### src/rtl/key_pkg.sv
// Shared definitions for the key press generator and the key-input FSMs.
package key_pkg;

  typedef enum logic [1:0] {
    IDLE    = 2'd0,
    PRESS   = 2'd1,
    RELEASE = 2'd2
  } kpg_state_t;

  function automatic int max2(input int a, input int b);
    return (a > b) ? a : b;
  endfunction

endpackage

### src/rtl/cycle_timer.sv
// Loadable down-counter with a zero flag; holds at zero until reloaded.
module cycle_timer #(
  parameter int W = 2
) (
  input  logic         clk,
  input  logic         reset,
  input  logic         load,
  input  logic [W-1:0] load_value,
  input  logic         dec,
  output logic [W-1:0] value,
  output logic         zero
);

  logic [W-1:0] value_reg;

  always_ff @(posedge clk or negedge reset) begin
    if (!reset) begin
      value_reg <= '0;
    end else if (load) begin
      value_reg <= load_value;
    end else if (dec && (value_reg != '0)) begin
      value_reg <= value_reg - 1'b1;
    end
  end

  assign value = value_reg;
  assign zero  = (value_reg == '0);

endmodule

### src/rtl/key_press_gen.sv
// Turns 1-cycle requests into queued active-low key press waveforms:
// HOLD_CYCLES low, then GAP_CYCLES high, back to back while work is queued.
module key_press_gen
  import key_pkg::*;
#(
  parameter int HOLD_CYCLES = 4,
  parameter int GAP_CYCLES  = 4,
  parameter int MAX_PEND    = 7
) (
  input  logic                          clk,
  input  logic                          reset,
  input  logic                          req,
  output logic                          key_out,
  output logic                          busy,
  output logic [$clog2(MAX_PEND+1)-1:0] pending,
  output logic                          drop
);

  localparam int TW_RAW = $clog2(max2(HOLD_CYCLES, GAP_CYCLES));
  localparam int TW     = (TW_RAW > 0) ? TW_RAW : 1;
  localparam int PW     = $clog2(MAX_PEND + 1);

  localparam logic [TW-1:0] HOLD_LOAD = TW'(HOLD_CYCLES - 1);
  localparam logic [TW-1:0] GAP_LOAD  = TW'(GAP_CYCLES - 1);
  localparam logic [PW-1:0] PEND_MAX  = PW'(MAX_PEND);

  kpg_state_t    state_reg, state_next;
  logic [PW-1:0] pending_reg, pending_next;
  logic          drop_reg, drop_next;

  logic          start;
  logic          consume;
  logic          tmr_load;
  logic [TW-1:0] tmr_load_value;
  logic          tmr_dec;
  logic [TW-1:0] tmr_value;
  logic          tmr_zero;

  cycle_timer #(.W(TW)) u_timer (
    .clk        (clk),
    .reset      (reset),
    .load       (tmr_load),
    .load_value (tmr_load_value),
    .dec        (tmr_dec),
    .value      (tmr_value),
    .zero       (tmr_zero)
  );

  // Queued work counts as a start just like a fresh request.
  assign start = req | (pending_reg != '0);

  always_comb begin
    state_next     = state_reg;
    tmr_load       = 1'b0;
    tmr_load_value = HOLD_LOAD;
    tmr_dec        = 1'b0;
    consume        = 1'b0;
    case (state_reg)
      IDLE: begin
        if (start) begin
          state_next = PRESS;
          tmr_load   = 1'b1;
          consume    = 1'b1;
        end
      end
      PRESS: begin
        if (tmr_zero) begin
          state_next     = RELEASE;
          tmr_load       = 1'b1;
          tmr_load_value = GAP_LOAD;
        end else begin
          tmr_dec = 1'b1;
        end
      end
      RELEASE: begin
        if (tmr_zero) begin
          if (start) begin
            state_next = PRESS;
            tmr_load   = 1'b1;
            consume    = 1'b1;
          end else begin
            state_next = IDLE;
          end
        end else begin
          tmr_dec = 1'b1;
        end
      end
      default: state_next = IDLE;
    endcase
  end

  // A request arriving on a consume cycle takes the consumed slot.
  always_comb begin
    pending_next = pending_reg;
    drop_next    = 1'b0;
    if (req && !consume) begin
      if (pending_reg < PEND_MAX) begin
        pending_next = pending_reg + 1'b1;
      end else begin
        drop_next = 1'b1;
      end
    end else if (!req && consume && (pending_reg != '0)) begin
      pending_next = pending_reg - 1'b1;
    end
  end

  always_ff @(posedge clk or negedge reset) begin
    if (!reset) begin
      state_reg   <= IDLE;
      pending_reg <= '0;
      drop_reg    <= 1'b0;
    end else begin
      state_reg   <= state_next;
      pending_reg <= pending_next;
      drop_reg    <= drop_next;
    end
  end

  assign key_out = (state_reg != PRESS);
  assign busy    = (state_reg != IDLE);
  assign pending = pending_reg;
  assign drop    = drop_reg;

endmodule

### config.mk
export PLATFORM = sky130hd
export DESIGN_NAME = key_press_gen
export DESIGN_NICKNAME = d
export VERILOG_FILES = /design/src/rtl/key_pkg.sv /design/src/rtl/cycle_timer.sv /design/src/rtl/key_press_gen.sv
export SDC_FILE = /design/constraint.sdc
export NUM_CORES = 1
export LEC_CHECK = 0
export BUFFER_PORTS_ARGS = -buffer_cell sky130_fd_sc_hd__buf_2
export CORE_AREA = 2 2 47 49
export DETAILED_ROUTE_END_ITERATION = 12
export DIE_AREA = 0 0 49 51
export HOLD_SLACK_MARGIN = 0.12
export PLACE_DENSITY = 0.55
export RECOVER_POWER = 50
export SYNTH_ARGS = -nofsm -noshare
export SYNTH_HDL_FRONTEND = slang
export SYNTH_SLANG_ARGS = --single-unit
### constraint.sdc
create_clock -name clk -period 2.3 [get_ports clk]
set_input_delay 0.23 -clock clk [delete_from_list [all_inputs] [get_ports clk]]
set_output_delay 0.23 -clock clk [all_outputs]
set_load 0.01 [all_outputs]
# [Yosys cells after proc, flatten, opt, wreduce, memory -nomap -nowiden]
# Index checks and enable logic that the tools add are counted.
# Widths: inputs -> output; s select.
[op_classes] addsub=3 n_lt_le_gt_ge=1 n_eq_ne=7 mux=19 bitwise_logic=1 reduce_logical=16
[op_table] operator="$mux 2" count=5
[op_table] operator="$mux 3" count=3
[op_table] operator="$mux 1" count=8
[op_table] operator="$reduce_bool 2->1" count=4
[op_table] operator="$ne 2x2->1 const B" count=3
[op_table] operator="$pmux 2 s3" count=1
[op_table] operator="$logic_and 1x1->1" count=4
[op_table] operator="$logic_not 2->1" count=2
[op_table] operator="$ne 2x1->1 const B" count=2
[op_table] operator="$add 3x1->3 const B" count=1
[op_table] operator="$lt 3x3->1 const B" count=1
[op_table] operator="$pmux 1 s3" count=1
[op_table] operator="$reduce_and 3->1" count=1
[op_table] operator="$reduce_bool 3->1" count=1
[op_table] operator="$sub 3x1->3 const B" count=1
[op_table] operator="$eq 2x1->1 const B" count=1
[op_table] operator="$eq 2x2->1 const B" count=1
[op_table] operator="$logic_not 1->1" count=2
[op_table] operator="$pmux 1 s2" count=1
[op_table] operator="$reduce_and 2->1" count=1
[op_table] operator="$reduce_or 2->1" count=1
[op_table] operator="$sub 2x1->2 const B" count=1
[op_table] operator="$or 1x1->1" count=1
[totals] regBits=8 out_inout_bits=6

# [Longest topological paths before layout]
# Gate-level depths: netlist of the first run.
[logic_depth] depth_word=9 ltp_mapped=8 ltp_nobuf=8

# [Modules after synthesis]
# Synthesis of the first run repeated with hierarchy kept, for this count alone.
[unflattened] cells_unflattened=73 area_unflattened_um2=668.1
[by_module_without_submodules] module="key_press_gen" instances=1 cells_per_inst=60 area_each_um2=535.5
[by_module_without_submodules] module="cycle_timer" instances=1 cells_per_inst=13 area_each_um2=132.6

# [Worst setup path after synthesis of the first run]
# OpenSTA, ideal clock, no wires.
[synth_path] path_kind="flip-flop to flip-flop" start="reg state_reg[0]" end="reg pending_reg[1], in the netlist pending[1]" arrival_ps=2004 required_time_ps=2232 path_slack_ps=227 path_stages_with_launch=9 synth_period_minus_slack_ps=2073 path_cell_list="dfrtp_1 inv_1 ha_1 a21oi_1 nand2_1 fa_1 nand2_1 mux2_2 nand3_1"
[synth_between] word_cells_on_any_way=11 cone_classes="eq/ne: 2; mux: 2; reduce/logical: 7"
[synth_lines] item="from (decl)" line="key_press_gen.sv:27" text="kpg_state_t state_reg, state_next;"
[synth_lines] item="from (signal assigned)" line="key_press_gen.sv:113" text="state_reg <= state_next;"
[synth_lines] item="$eq 2x2->1 / $logic_not 2->1 (equally long branches)" line="key_press_gen.sv:58" text="case (state_reg)"
[synth_lines] item="$pmux 1 s2 *" line="key_press_gen.sv:58"
[synth_lines] item="$logic_not 1->1 *" line="key_press_gen.sv:96" text="if (req && !consume) begin"
[synth_lines] item="$logic_and 1x1->1 *" line="key_press_gen.sv:96"
[synth_lines] item="$mux 3 *" line="key_press_gen.sv:96"
[synth_lines] item="net pending_next[1]" line="key_press_gen.sv:28" text="logic [PW-1:0] pending_reg, pending_next;"
[synth_lines] item="to (signal assigned)" line="key_press_gen.sv:114" text="pending_reg <= pending_next;"
[synth_lines] item="to (decl)" line="key_press_gen.sv:28"
# Mark *: on every way through the listed nets, which the timed path passes. The rest lies on a longest branch.
# A chain may end at the register's enable or synchronous reset.

# [Final worst setup path of the first run]
[layout_path] start="reg state_reg[1]" end="reg pending_reg[1], in the netlist pending[1]"
# The elaborated chain is that of the path after synthesis.

==> summary.log, run 1 <==
INFO  detailed_routing routedWlPerCell=11.60um
INFO  setup_path     critical_path_required=2490ps
INFO  setup_path     rr_endpoint=pending[1]
INFO  global_route   grt_pass1_wl=2.263mm
INFO  detailed_routing post_drt_via_cell_ratio=4.809
INFO  clock_network  cts_buffer_depth=2
INFO  floorplanning  floorplan.core_area=2063um2
INFO  clock_network  numCtsBuffers=3
INFO  global_route   globalRoute.totalOverflow=0
INFO  sta            max_clock_freq=482.7MHz
INFO  power          switchingPower=506.6uW
INFO  hold_path      startpoint_of_the_lowest_slack_hold_path=req
INFO  finish         nFillCells=211
INFO  detailed_routing ant_nets=0
INFO  logic_synthesis seq_area_frac_synth=30.71%
INFO  sta            grt_setup_unrepaired=no
INFO  hold_path      whs_path_depth=3
INFO  placement      placed_cells=106
INFO  power          power_per_cell_area=1489nW/um2
INFO  logic_synthesis synthesis.yosys.warnings=0
INFO  detailed_routing drt-total-wl=1.276mm
INFO  clock_network  root_buffer=sky130_fd_sc_hd__clkbuf_4
INFO  power          static_leak=0.3436nW
INFO  power          cellInternalPower=594.2uW
INFO  sta            post-route-worst-setup-slack=228.3ps
INFO  hold_path      timing.hold.worst_endpoint=drop
INFO  detailed_routing via_count=529
INFO  floorplanning  die_width=49um
INFO  logic_synthesis synth.net_count=83
INFO  power          netSwitchingFraction=46.02%
INFO  global_route   grt_antenna_before_repair=0
INFO  setup_path     setup.worst_path.class=flip-flop to flip-flop
INFO  finish         layoutNonFillerInstCount=110
INFO  global_route   maximum_number_of_pins_on_one_net_before_global_route_repair=15
INFO  logic_synthesis synth.ff_latch_count=8
INFO  floorplanning  initial_utilization=31.59%
INFO  finish         area_growth=13.44%
INFO  setup_path     cp_max_fo=5
INFO  job            maxCapViolCount=0
INFO  floorplanning  dieArea=2499um2
INFO  floorplanning  total_i_o_pin_count=9
INFO  placement      placement.setup.worst_slack=193.7ps
INFO  run_status     outcome=complete, no violations
INFO  finish         final-seq-area=201.4um2
INFO  setup_path     r2r_setup_slack=230ps
INFO  sta            setup_viol=0
INFO  finish         nNetsFinal=94
INFO  sta            fin_crit_sh=90.07%
INFO  power          power_frac_seq=28.9%
INFO  sta            timing.final.max_slew_violations=0
INFO  finish         finish.instance_area=739.5um2
INFO  clock_network  clock_sinks=8
INFO  floorplanning  die_h=51um
INFO  detailed_routing drt_pass1_iterations=4
INFO  finish         insertedDiodeCount=0
INFO  sta            setup_total_negative_slack=0ps
INFO  setup_path     r2r_start=state_reg[1]
INFO  detailed_routing detail_route.iter0.violations=16
INFO  setup_path     timing.critical_path.to_type=flip-flop
INFO  clock_network  clock_latency_reported_for_the_late_side_of_the_worst_skew_pair=260ps
INFO  power          comb_power_share=60.8%
INFO  clock_network  tritoncts=done
INFO  placement      io_buffers=8
INFO  logic_synthesis netlist_cell_types=35
INFO  setup_path     reg2regPathDepth=8
INFO  sta            timing.max_slew.rel_slack=67.62%
INFO  sta            fin_crit=2072ps
INFO  detailed_routing drt_drc_violations_left=0
INFO  global_route   globalRouteTotalUtil=12.00%
INFO  clock_network  h_tree_lvls=1
INFO  finish         mostFrequentLayoutCell=sky130_fd_sc_hd__inv_1
INFO  finish         multi_input_area=394.1um2
INFO  finish         final_layout_size_suffix_gt1_share=14.63%
INFO  power          pwr-share-clk=10.3%
INFO  clock_network  post_cts_buffers=0
INFO  sta            worst_clk_skew=3.215ps
INFO  placement      detailed_place.area=710.7um2
INFO  sta            tightest_slew=485.7ps
INFO  hold_path      min_path_type=input pin to flip-flop
INFO  placement      dpl.hpwl=955.3um
INFO  finish         largest_register_ff_count=3
INFO  setup_path     crit_path_start_kind=flip-flop
INFO  placement      routabilityCongestion=0.8323
INFO  logic_synthesis synthesis.instances=73
INFO  setup_path     critical_path_arrival=2270ps
INFO  sta            finalHoldViolations=0
INFO  global_route   grt_pass1_vias=506
INFO  clock_network  clk_pin_slew_worst_paths=60ps
INFO  finish         most-common-layout-cells=sky130_fd_sc_hd__inv_1 (9), sky130_fd_sc_hd__nand2_1 (7), sky130_fd_sc_hd__dfrtp_1 (7)
INFO  power          power.ir.vdd_worst=724.9uV
INFO  logic_synthesis syn_area_per_cell=8.930um2
INFO  logic_synthesis mappedNetlistArea=651.9um2
INFO  floorplanning  placement_rows=17
-- metrics by stage --
stage	utilization, %	total power, mW	hold slack (ps)
finish	35.84	1.101	368.0
global route	35.84	1.238	404.9
CTS	36.02	1.118	343.4
detailed placement	34.45	0.9959	93.55
global placement	34.45	0.9847	90.40
floorplan	-	0.8433	-65.59
-- cell families (layout without fill, tap and decap cells) --
| kind of cell | count (synthesis) | in the layout | synth area share [%] |
|---|---|---|---|
| flops | 8 | 8 | 30.71 |
| mux | 2 | 2 | 3.455 |
| buf+inv | 13 | 22 | 8.828 |
| fa+ha+maj | 7 | 7 | 14.59 |
| xor+xnor | 1 | 1 | 1.344 |
| simple gates | 23 | 23 | 18.81 |
| compound gates | 19 | 19 | 22.27 |
-- final cells by class --
type | count | share of cell area [%]
clock buffer | 3 | 3.046
sequential | 8 | 27.24
tap | 28 | 4.738
timing repair buffer | 10 | 7.107
multi-input combinational | 52 | 53.30
inverter | 9 | 4.569
-- metal layers --
metal	GRT usage (%)	up-vias	wire, um
met5	0	-	0
met4	5.714	0	12
met3	5.263	2	91
met2	18.04	15	572
met1	14.70	236	600
li1	-	276	-
-- critical path, stage by stage (launching register included) --
cell and delay [ps]:
sky130_fd_sc_hd__dfrtp_1 400, sky130_fd_sc_hd__inv_1 100, sky130_fd_sc_hd__ha_1 250, sky130_fd_sc_hd__a21oi_1 190, sky130_fd_sc_hd__nand2_1 120, sky130_fd_sc_hd__fa_1 550
sky130_fd_sc_hd__nand2_1 60, sky130_fd_sc_hd__mux2_2 260, sky130_fd_sc_hd__nand3_1 80
-- Yosys cell counts --
cell type	count	area, um2
sky130_fd_sc_hd__inv_1	9	33.78
sky130_fd_sc_hd__dfrtp_1	8	200.2
sky130_fd_sc_hd__nand2_1	7	26.28
sky130_fd_sc_hd__ha_1	6	75.07
sky130_fd_sc_hd__nand2b_1	5	31.28
sky130_fd_sc_hd__a21oi_1	3	15.01
sky130_fd_sc_hd__nand3_1	3	15.01
sky130_fd_sc_hd__nor2_1	3	11.26
sky130_fd_sc_hd__a32o_1	2	20.02
sky130_fd_sc_hd__clkbuf_1	2	7.510
sky130_fd_sc_hd__a211o_1	1	8.760
sky130_fd_sc_hd__a21boi_0	1	7.510
sky130_fd_sc_hd__a21o_1	1	7.510
sky130_fd_sc_hd__a221oi_1	1	8.760
sky130_fd_sc_hd__a22oi_1	1	7.510
sky130_fd_sc_hd__a311oi_1	1	8.760
sky130_fd_sc_hd__buf_2	1	5.000
sky130_fd_sc_hd__buf_6	1	11.26
sky130_fd_sc_hd__fa_1	1	20.02
sky130_fd_sc_hd__mux2_1	1	11.26
sky130_fd_sc_hd__mux2_2	1	11.26
sky130_fd_sc_hd__nand4_1	1	6.260
sky130_fd_sc_hd__nor2b_1	1	6.260
sky130_fd_sc_hd__o2111ai_1	1	8.760
sky130_fd_sc_hd__o21ai_0	1	5.000
sky130_fd_sc_hd__o21ai_1	1	5.000
sky130_fd_sc_hd__o21ai_2	1	8.760
sky130_fd_sc_hd__o21bai_1	1	7.510
sky130_fd_sc_hd__o221ai_1	1	8.760
sky130_fd_sc_hd__o311a_1	1	10.01
sky130_fd_sc_hd__o31ai_1	1	7.510
sky130_fd_sc_hd__or2_0	1	6.260
sky130_fd_sc_hd__or3b_1	1	8.760
sky130_fd_sc_hd__or4_4	1	11.26
sky130_fd_sc_hd__xnor2_1	1	8.760
-- power groups by stage --
stage	logic, mW	registers, mW	clock network, mW
3_5_place_dp	0.674	0.322	0
3_3_place_gp	0.669	0.316	0
2_1_floorplan	0.572	0.271	0
4_1_cts	0.681	0.318	0.120
5_1_grt	0.771	0.339	0.128
6_report	0.669	0.318	0.114
-- what timing repair did --
| action | 4_1_cts | 5_1_grt |
|---|---|---|
| hold endpoints to repair | 8 | 0 |
| hold buffers | 1 | 0 |
| gates resized for setup | 0 | 1 |
| endpoints found under the setup margin | 0 | 1 |
-- worst max-delay path by stage --
stage | startpoint | to | slack [ps] | cells after the start
2_1_floorplan | state_reg[0] | pending[1] | 230 | 8
3_3_place_gp | state_reg[0] | pending[1] | 280 | 8
3_5_place_dp | state_reg[0] | pending[1] | 190 | 8
4_1_cts | state_reg[0] | pending[1] | 170 | 8
5_1_grt | state_reg[1] | pending[2] | 20 | 8
6_report | state_reg[1] | pending[1] | 230 | 8
Power figures use the tool's default switching activity.
==> inputs of run 2 (changes only) <==
==> constraint.sdc (replaced) <==
create_clock -name clk -period 2.2 [get_ports clk]
set_input_delay 0.22 -clock clk [delete_from_list [all_inputs] [get_ports clk]]
set_output_delay 0.22 -clock clk [all_outputs]
set_load 0.01 [all_outputs]
==> summary.log, run 2 (synthesized netlist as in run 1, its figures left out) <==
INFO  clock_network  tritoncts=done
INFO  setup_path     critical-path-top-cell-by-count=sky130_fd_sc_hd__nand2_1
INFO  setup_path     r2r_start=state_reg[0]
INFO  global_route   maximum_number_of_pins_on_one_net_before_global_route_repair=15
INFO  floorplanning  floorplan.core_area=2063um2
INFO  sta            setup_total_negative_slack=0ps
INFO  floorplanning  initial_utilization=31.59%
INFO  sta            setup_viol=0
INFO  setup_path     cp_max_fo=5
INFO  global_route   grt_pass1_vias=513
INFO  placement      dpl.hpwl=1.017mm
INFO  sta            fin_crit_sh=90.71%
INFO  clock_network  clk_pin_slew_worst_paths=60ps
INFO  sta            timing.max_slew.rel_slack=66.96%
INFO  clock_network  cts_buffer_depth=2
INFO  sta            finalHoldViolations=0
INFO  finish         final_layout_size_suffix_gt1_share=20.00%
INFO  floorplanning  die_h=51um
INFO  finish         area_growth=18.04%
INFO  floorplanning  total_i_o_pin_count=9
INFO  power          power.ir.vdd_worst=576.4uV
INFO  job            maxCapViolCount=0
INFO  clock_network  clock_latency_reported_for_the_late_side_of_the_worst_skew_pair=250ps
INFO  placement      routabilityCongestion=0.8271
INFO  placement      placed_cells=108
INFO  setup_path     critical_path.top_delay_family=adder cells
INFO  hold_path      startpoint_of_the_lowest_slack_hold_path=req
INFO  finish         nNetsFinal=97
INFO  global_route   grt_pass1_wl=2.346mm
INFO  run_status     outcome=complete, no violations
INFO  setup_path     timing.critical_path.to_type=flip-flop
INFO  clock_network  numCtsBuffers=3
INFO  setup_path     path_buf_inv=1
INFO  sta            tightest_slew=495.6ps
INFO  setup_path     critical_path_required=2390ps
INFO  floorplanning  die_width=49um
INFO  sta            fin_crit=1996ps
INFO  finish         insertedDiodeCount=0
INFO  sta            grt_setup_unrepaired=no
INFO  detailed_routing routedWlPerCell=12.21um
INFO  setup_path     crit_path_start_kind=flip-flop
INFO  setup_path     crit_path_cell_trace=inv_1 > ha_2 > a21oi_2 > nand2_1 > fa_2 > nand2_1 > mux2_2 > nand3_1
INFO  detailed_routing detail_route.iter0.violations=12
INFO  sta            max_clock_freq=501.1MHz
INFO  finish         finish.utilization=37.30%
INFO  setup_path     cpMaxStageDelayCell=sky130_fd_sc_hd__fa_2
INFO  detailed_routing post_drt_via_cell_ratio=4.823
INFO  setup_path     cp-startpoint=state_reg[0]
INFO  detailed_routing via_count=545
INFO  global_route   globalRoute.totalOverflow=0
INFO  detailed_routing drt_drc_violations_left=0
INFO  sta            worst_clk_skew=6.224ps
INFO  finish         most-common-layout-cells=sky130_fd_sc_hd__inv_1 (9), sky130_fd_sc_hd__dfrtp_1 (8), sky130_fd_sc_hd__nand2_1 (7)
INFO  placement      io_buffers=8
INFO  setup_path     crit_path_max_incr_delay=570ps
INFO  clock_network  h_tree_lvls=1
INFO  finish         largest_register_ff_count=3
INFO  finish         layoutNonFillerInstCount=113
INFO  sta            worst_hold_margin=350.2ps
INFO  setup_path     setup.worst_path.class=flip-flop to flip-flop
INFO  clock_network  root_buffer=sky130_fd_sc_hd__clkbuf_4
INFO  detailed_routing drt-total-wl=1.380mm
INFO  power          static_leak=0.3567nW
INFO  detailed_routing ant_nets=0
INFO  hold_path      min_path_type=input pin to flip-flop
INFO  sta            timing.final.max_slew_violations=0
INFO  setup_path     critical_path_arrival=2190ps
INFO  floorplanning  placement_rows=17
INFO  detailed_routing drt_pass1_iterations=4
INFO  floorplanning  dieArea=2499um2
INFO  power          total_power=1.218mW
INFO  clock_network  clock_sinks=8
INFO  global_route   grt_antenna_before_repair=0
INFO  power          power_per_cell_area=1583nW/um2
INFO  global_route   globalRouteTotalUtil=12.48%
INFO  finish         mostFrequentLayoutCell=sky130_fd_sc_hd__inv_1
run 2: cell types whose count changed in the layout (fill, tap and decap cells not counted), sizes merged:
cell	change
buf	+3
run 2: final timing paths:
kind                                     to  slack [ps]  cells past startpoint
max in group asynchronous        pending[2]        1420                      2
hold / removal                         drop         350                      3
setup / recovery                 pending[1]         200                      8
min in group asynchronous      state_reg[1]         440                      2
hold reg to reg            u_timer.value[1]         500                      2
setup reg to reg                 pending[1]         200                      8
run 2: final cells by class:
type                       count  area, um2
fill                         236       1294
multi-input combinational     52      402.9
sequential                     8      200.2
timing repair buffer          13      75.07
tap                           28      35.03
inverter                       9      33.78
clock buffer                   3      22.52
run 2: what timing repair did:
item | 4_1_cts | 5_1_grt
resized for setup | 0 | 3
endpoints found under the hold margin | 8 | 0
hold buffers | 1 | 0
buffers inserted | 0 | 1
setup endpoints to repair | 0 | 2
run 2: stage by stage:
step | area [um2] | setup slack, ps
4_1_cts | 758.2 | 123.1
5_1_grt | 769.5 | 22.56
6_report | 769.5 | 204.4
3_5_place_dp | 725.7 | 143.5
2_1_floorplan | 651.9 | 127.4
3_3_place_gp | 725.7 | 183.7
run 2: metal layers:
| metal | global-route usage, % | share of wire (%) | up-vias |
|---|---|---|---|
| met5 | 0 | 0 | - |
| met4 | 5.714 | 0 | 0 |
| met3 | 3.801 | 3.5 | 0 |
| met2 | 18.95 | 48 | 11 |
| met1 | 16.25 | 48 | 255 |
| li1 | - | - | 279 |
run 2: worst min-delay path, delay by kind of cell:
kind,cells,cell delay (ps)
buffers and inverters,1,170
AND/OR/NAND/NOR,2,170
run 2: power breakdown:
group	switching, mW	internal (mW)	leakage, nW
Clock	0.0541	0.0627	0.0138
Combinational	0.395	0.386	0.250
Sequential	0.103	0.217	0.0931
==> inputs of run 3 (changes only) <==
--- a/config.mk
+++ b/config.mk
@@ -5,12 +5,13 @@
 export SDC_FILE = /design/constraint.sdc
 export NUM_CORES = 1
 export LEC_CHECK = 0
+export ABC_AREA = 1
 export BUFFER_PORTS_ARGS = -buffer_cell sky130_fd_sc_hd__buf_2
-export CORE_AREA = 2 2 47 49
+export CORE_AREA = 2 2 43 45
 export DETAILED_ROUTE_END_ITERATION = 12
-export DIE_AREA = 0 0 49 51
+export DIE_AREA = 0 0 45 47
 export HOLD_SLACK_MARGIN = 0.12
-export PLACE_DENSITY = 0.55
+export PLACE_DENSITY = 0.56
 export RECOVER_POWER = 50
 export SYNTH_ARGS = -nofsm -noshare
 export SYNTH_HDL_FRONTEND = slang
==> summary.log, run 3 <==
INFO  sta            timing.final.max_slew_violations=0
INFO  finish         nNetsFinal=94
INFO  clock_network  clock_latency_reported_for_the_late_side_of_the_worst_skew_pair=250ps
INFO  detailed_routing drt_drc_violations_left=0
INFO  clock_network  numCtsBuffers=3
INFO  finish         mostFrequentLayoutCell=sky130_fd_sc_hd__nand2_1
INFO  sta            fin_crit=1827ps
INFO  logic_synthesis synthesis.instances=70
INFO  finish         insertedDiodeCount=0
INFO  power          power.ir.vdd_worst=488.4uV
INFO  clock_network  clk_pin_slew_worst_paths=50ps
INFO  sta            grt_setup_unrepaired=no
INFO  sta            tightest_slew=431.7ps
INFO  clock_network  cts_resized=0
INFO  finish         final_layout_size_suffix_gt1_share=15.85%
INFO  hold_path      min_path_type=input pin to flip-flop
INFO  placement      routabilityCongestion=0.7834
INFO  clock_network  cts_buffer_depth=2
INFO  detailed_routing routedWlPerCell=9.566um
INFO  power          static_leak=0.3508nW
INFO  global_route   globalRoute.totalOverflow=0
INFO  logic_synthesis netlist_cell_types=16
INFO  clock_network  tritoncts=done
INFO  logic_synthesis netlist.area_leader.share=36.28%
INFO  logic_synthesis synthArstFlopShare=100.0%
INFO  global_route   grt_pass1_wl=1.566mm
INFO  clock_network  hold_buf_cts=1
INFO  sta            setup_total_negative_slack=0ps
INFO  global_route   globalRouteTotalUtil=10.75%
INFO  floorplanning  die_width=45um
INFO  logic_synthesis dominantRegCellSynth=sky130_fd_sc_hd__dfrtp_1
INFO  setup_path     cp_max_fo=5
INFO  sta            worst_clk_skew=1.935ps
INFO  logic_synthesis synth_edf_count=0
INFO  setup_path     r2r_start=state_reg[0]
INFO  logic_synthesis synth.net_count=80
INFO  detailed_routing drt_pass1_iterations=2
INFO  sta            post-route-worst-setup-slack=372.9ps
INFO  global_route   grt_antenna_before_repair=0
INFO  setup_path     r2r_setup_slack=370ps
INFO  sta            setup_viol=0
INFO  run_status     outcome=complete, no violations
INFO  floorplanning  die_h=47um
INFO  floorplanning  dieArea=2115um2
INFO  floorplanning  total_i_o_pin_count=9
INFO  finish         most-common-layout-cells=sky130_fd_sc_hd__nand2_1 (21), sky130_fd_sc_hd__inv_1 (12), sky130_fd_sc_hd__dfrtp_1 (8)
INFO  placement      detailed_place.area=613.1um2
INFO  detailed_routing drt-total-wl=947um
INFO  power          power_per_cell_area=1449nW/um2
INFO  logic_synthesis synth.ff_latch_count=8
INFO  sta            worst_hold_margin=328.0ps
INFO  global_route   grt_pass1_vias=417
INFO  floorplanning  placement_rows=15
INFO  clock_network  post_cts_buffers=0
INFO  job            maxCapViolCount=0
INFO  logic_synthesis post-synth-top-area-cell=sky130_fd_sc_hd__dfrtp_1
INFO  sta            timing.max_slew.rel_slack=71.22%
INFO  floorplanning  initial_utilization=33.41%
INFO  placement      io_buffers=8
INFO  power          total_power=928.5uW
INFO  logic_synthesis post_synth_most_frequent_cells=sky130_fd_sc_hd__nand2_1 (21), sky130_fd_sc_hd__inv_1 (12), sky130_fd_sc_hd__dfrtp_1 (8)
INFO  detailed_routing detail_route.iter0.violations=4
INFO  sta            fin_crit_sh=83.05%
INFO  logic_synthesis syn_area_per_cell=7.883um2
INFO  placement      dpl.hpwl=843.7um
INFO  detailed_routing ant_nets=0
INFO  setup_path     cp-startpoint=state_reg[0]
INFO  clock_network  h_tree_lvls=1
INFO  clock_network  clock_sinks=8
INFO  placement      placement.setup.worst_slack=355.5ps
INFO  global_route   maximum_number_of_pins_on_one_net_before_global_route_repair=9
INFO  setup_path     critical_path_required=2340ps
INFO  clock_network  root_buffer=sky130_fd_sc_hd__clkbuf_4
INFO  logic_synthesis seq_area_frac_synth=36.28%
INFO  setup_path     crit_end=pending[2]
INFO  finish         area_growth=16.10%
INFO  finish         finish.instance_area=640.6um2
INFO  detailed_routing via_count=455
INFO  finish         largest_register_ff_count=3
INFO  sta            max_clock_freq=547.3MHz
INFO  logic_synthesis mappedNetlistArea=551.8um2
INFO  setup_path     timing.critical_path.to_type=flip-flop
INFO  sta            finalHoldViolations=0
INFO  setup_path     rr_endpoint=pending[2]
INFO  setup_path     setup.worst_path.class=flip-flop to flip-flop
INFO  setup_path     critical_path_arrival=1970ps
INFO  setup_path     reg2regPathDepth=11
INFO  logic_synthesis synthesis.yosys.warnings=0
INFO  logic_synthesis synthMostInstantiatedCell=sky130_fd_sc_hd__nand2_1
INFO  floorplanning  floorplan.core_area=1652um2
INFO  logic_synthesis post_synth_main_area_contributors=sky130_fd_sc_hd__dfrtp_1 (36%), sky130_fd_sc_hd__nand2_1 (14%), sky130_fd_sc_hd__ha_1 (14%), sky130_fd_sc_hd__inv_1 (8.2%), sky130_fd_sc_hd__nand3_1 (5.4%)
INFO  detailed_routing post_drt_via_cell_ratio=4.596
INFO  setup_path     crit_path_start_kind=flip-flop
run 3: metal layers:
| layer | vias up | track usage (%) | wire length (um) |
|---|---|---|---|
| met4 | 0 | 1.765 | 0 |
| li1 | 246 | - | - |
| met1 | 201 | 11.94 | 415 |
| met2 | 8 | 17.71 | 468 |
| met3 | 0 | 6.923 | 62 |
| met5 | - | 0 | 0 |
run 3: cell type report:
cell class	instances	area, um2
well taps	17	21.27
repair buffers	9	45.04
fillers	183	1011
inverters	14	52.55
clock buffers	3	22.52
flip-flops and latches	8	200.2
multi-input cells	48	299.0
run 3: through the flow:
stage	utilization [%]	instances
after CTS	39.09	99
after floorplan	-	70
after global routing	38.79	99
after detailed placement	37.12	95
after global placement	37.12	95
final	38.79	99
run 3: worst min path at each step:
stage | startpoint | endpoint | slack [ps] | depth (start not counted)
floorplan | reset | drop | -80 | 0
global placement | reset | u_timer.value[0] | 80 | 1
finish | req | drop | 330 | 3
global route | req | drop | 350 | 3
detailed placement | reset | u_timer.value[1] | 70 | 1
CTS | req | drop | 330 | 3
run 3: power breakdown:
part           switching [mW]  leakage, nW  internal (mW)
Clock                  0.0453       0.0138         0.0621
Sequential             0.0607       0.0955          0.212
Combinational           0.332        0.241          0.215
run 3: kinds of logic (layout without fill, tap and decap cells):
logic type	Yosys count	count (layout)	share of synthesized area, %
buffers and inverters	14	26	9.524
flip-flops	8	8	36.28
XOR/XNOR	1	1	1.588
AND/OR/NAND/NOR	34	34	28.12
multiplexers	1	1	2.041
adder cells (fa/ha/maj)	7	7	17.23
AO/OA/AOI/OAI	5	5	5.214
run 3: worst max-delay path, stage by stage, from the launching register on:
cell and delay [ps]:
sky130_fd_sc_hd__dfrtp_1 400, sky130_fd_sc_hd__inv_1 80, sky130_fd_sc_hd__ha_1 240, sky130_fd_sc_hd__nand2_1 110, sky130_fd_sc_hd__nand3_1 130, sky130_fd_sc_hd__fa_1 410, sky130_fd_sc_hd__inv_1 70, sky130_fd_sc_hd__nand2_1 40
sky130_fd_sc_hd__nand2_1 80, sky130_fd_sc_hd__nand2_1 60, sky130_fd_sc_hd__nand2_1 50, sky130_fd_sc_hd__nand2_1 40
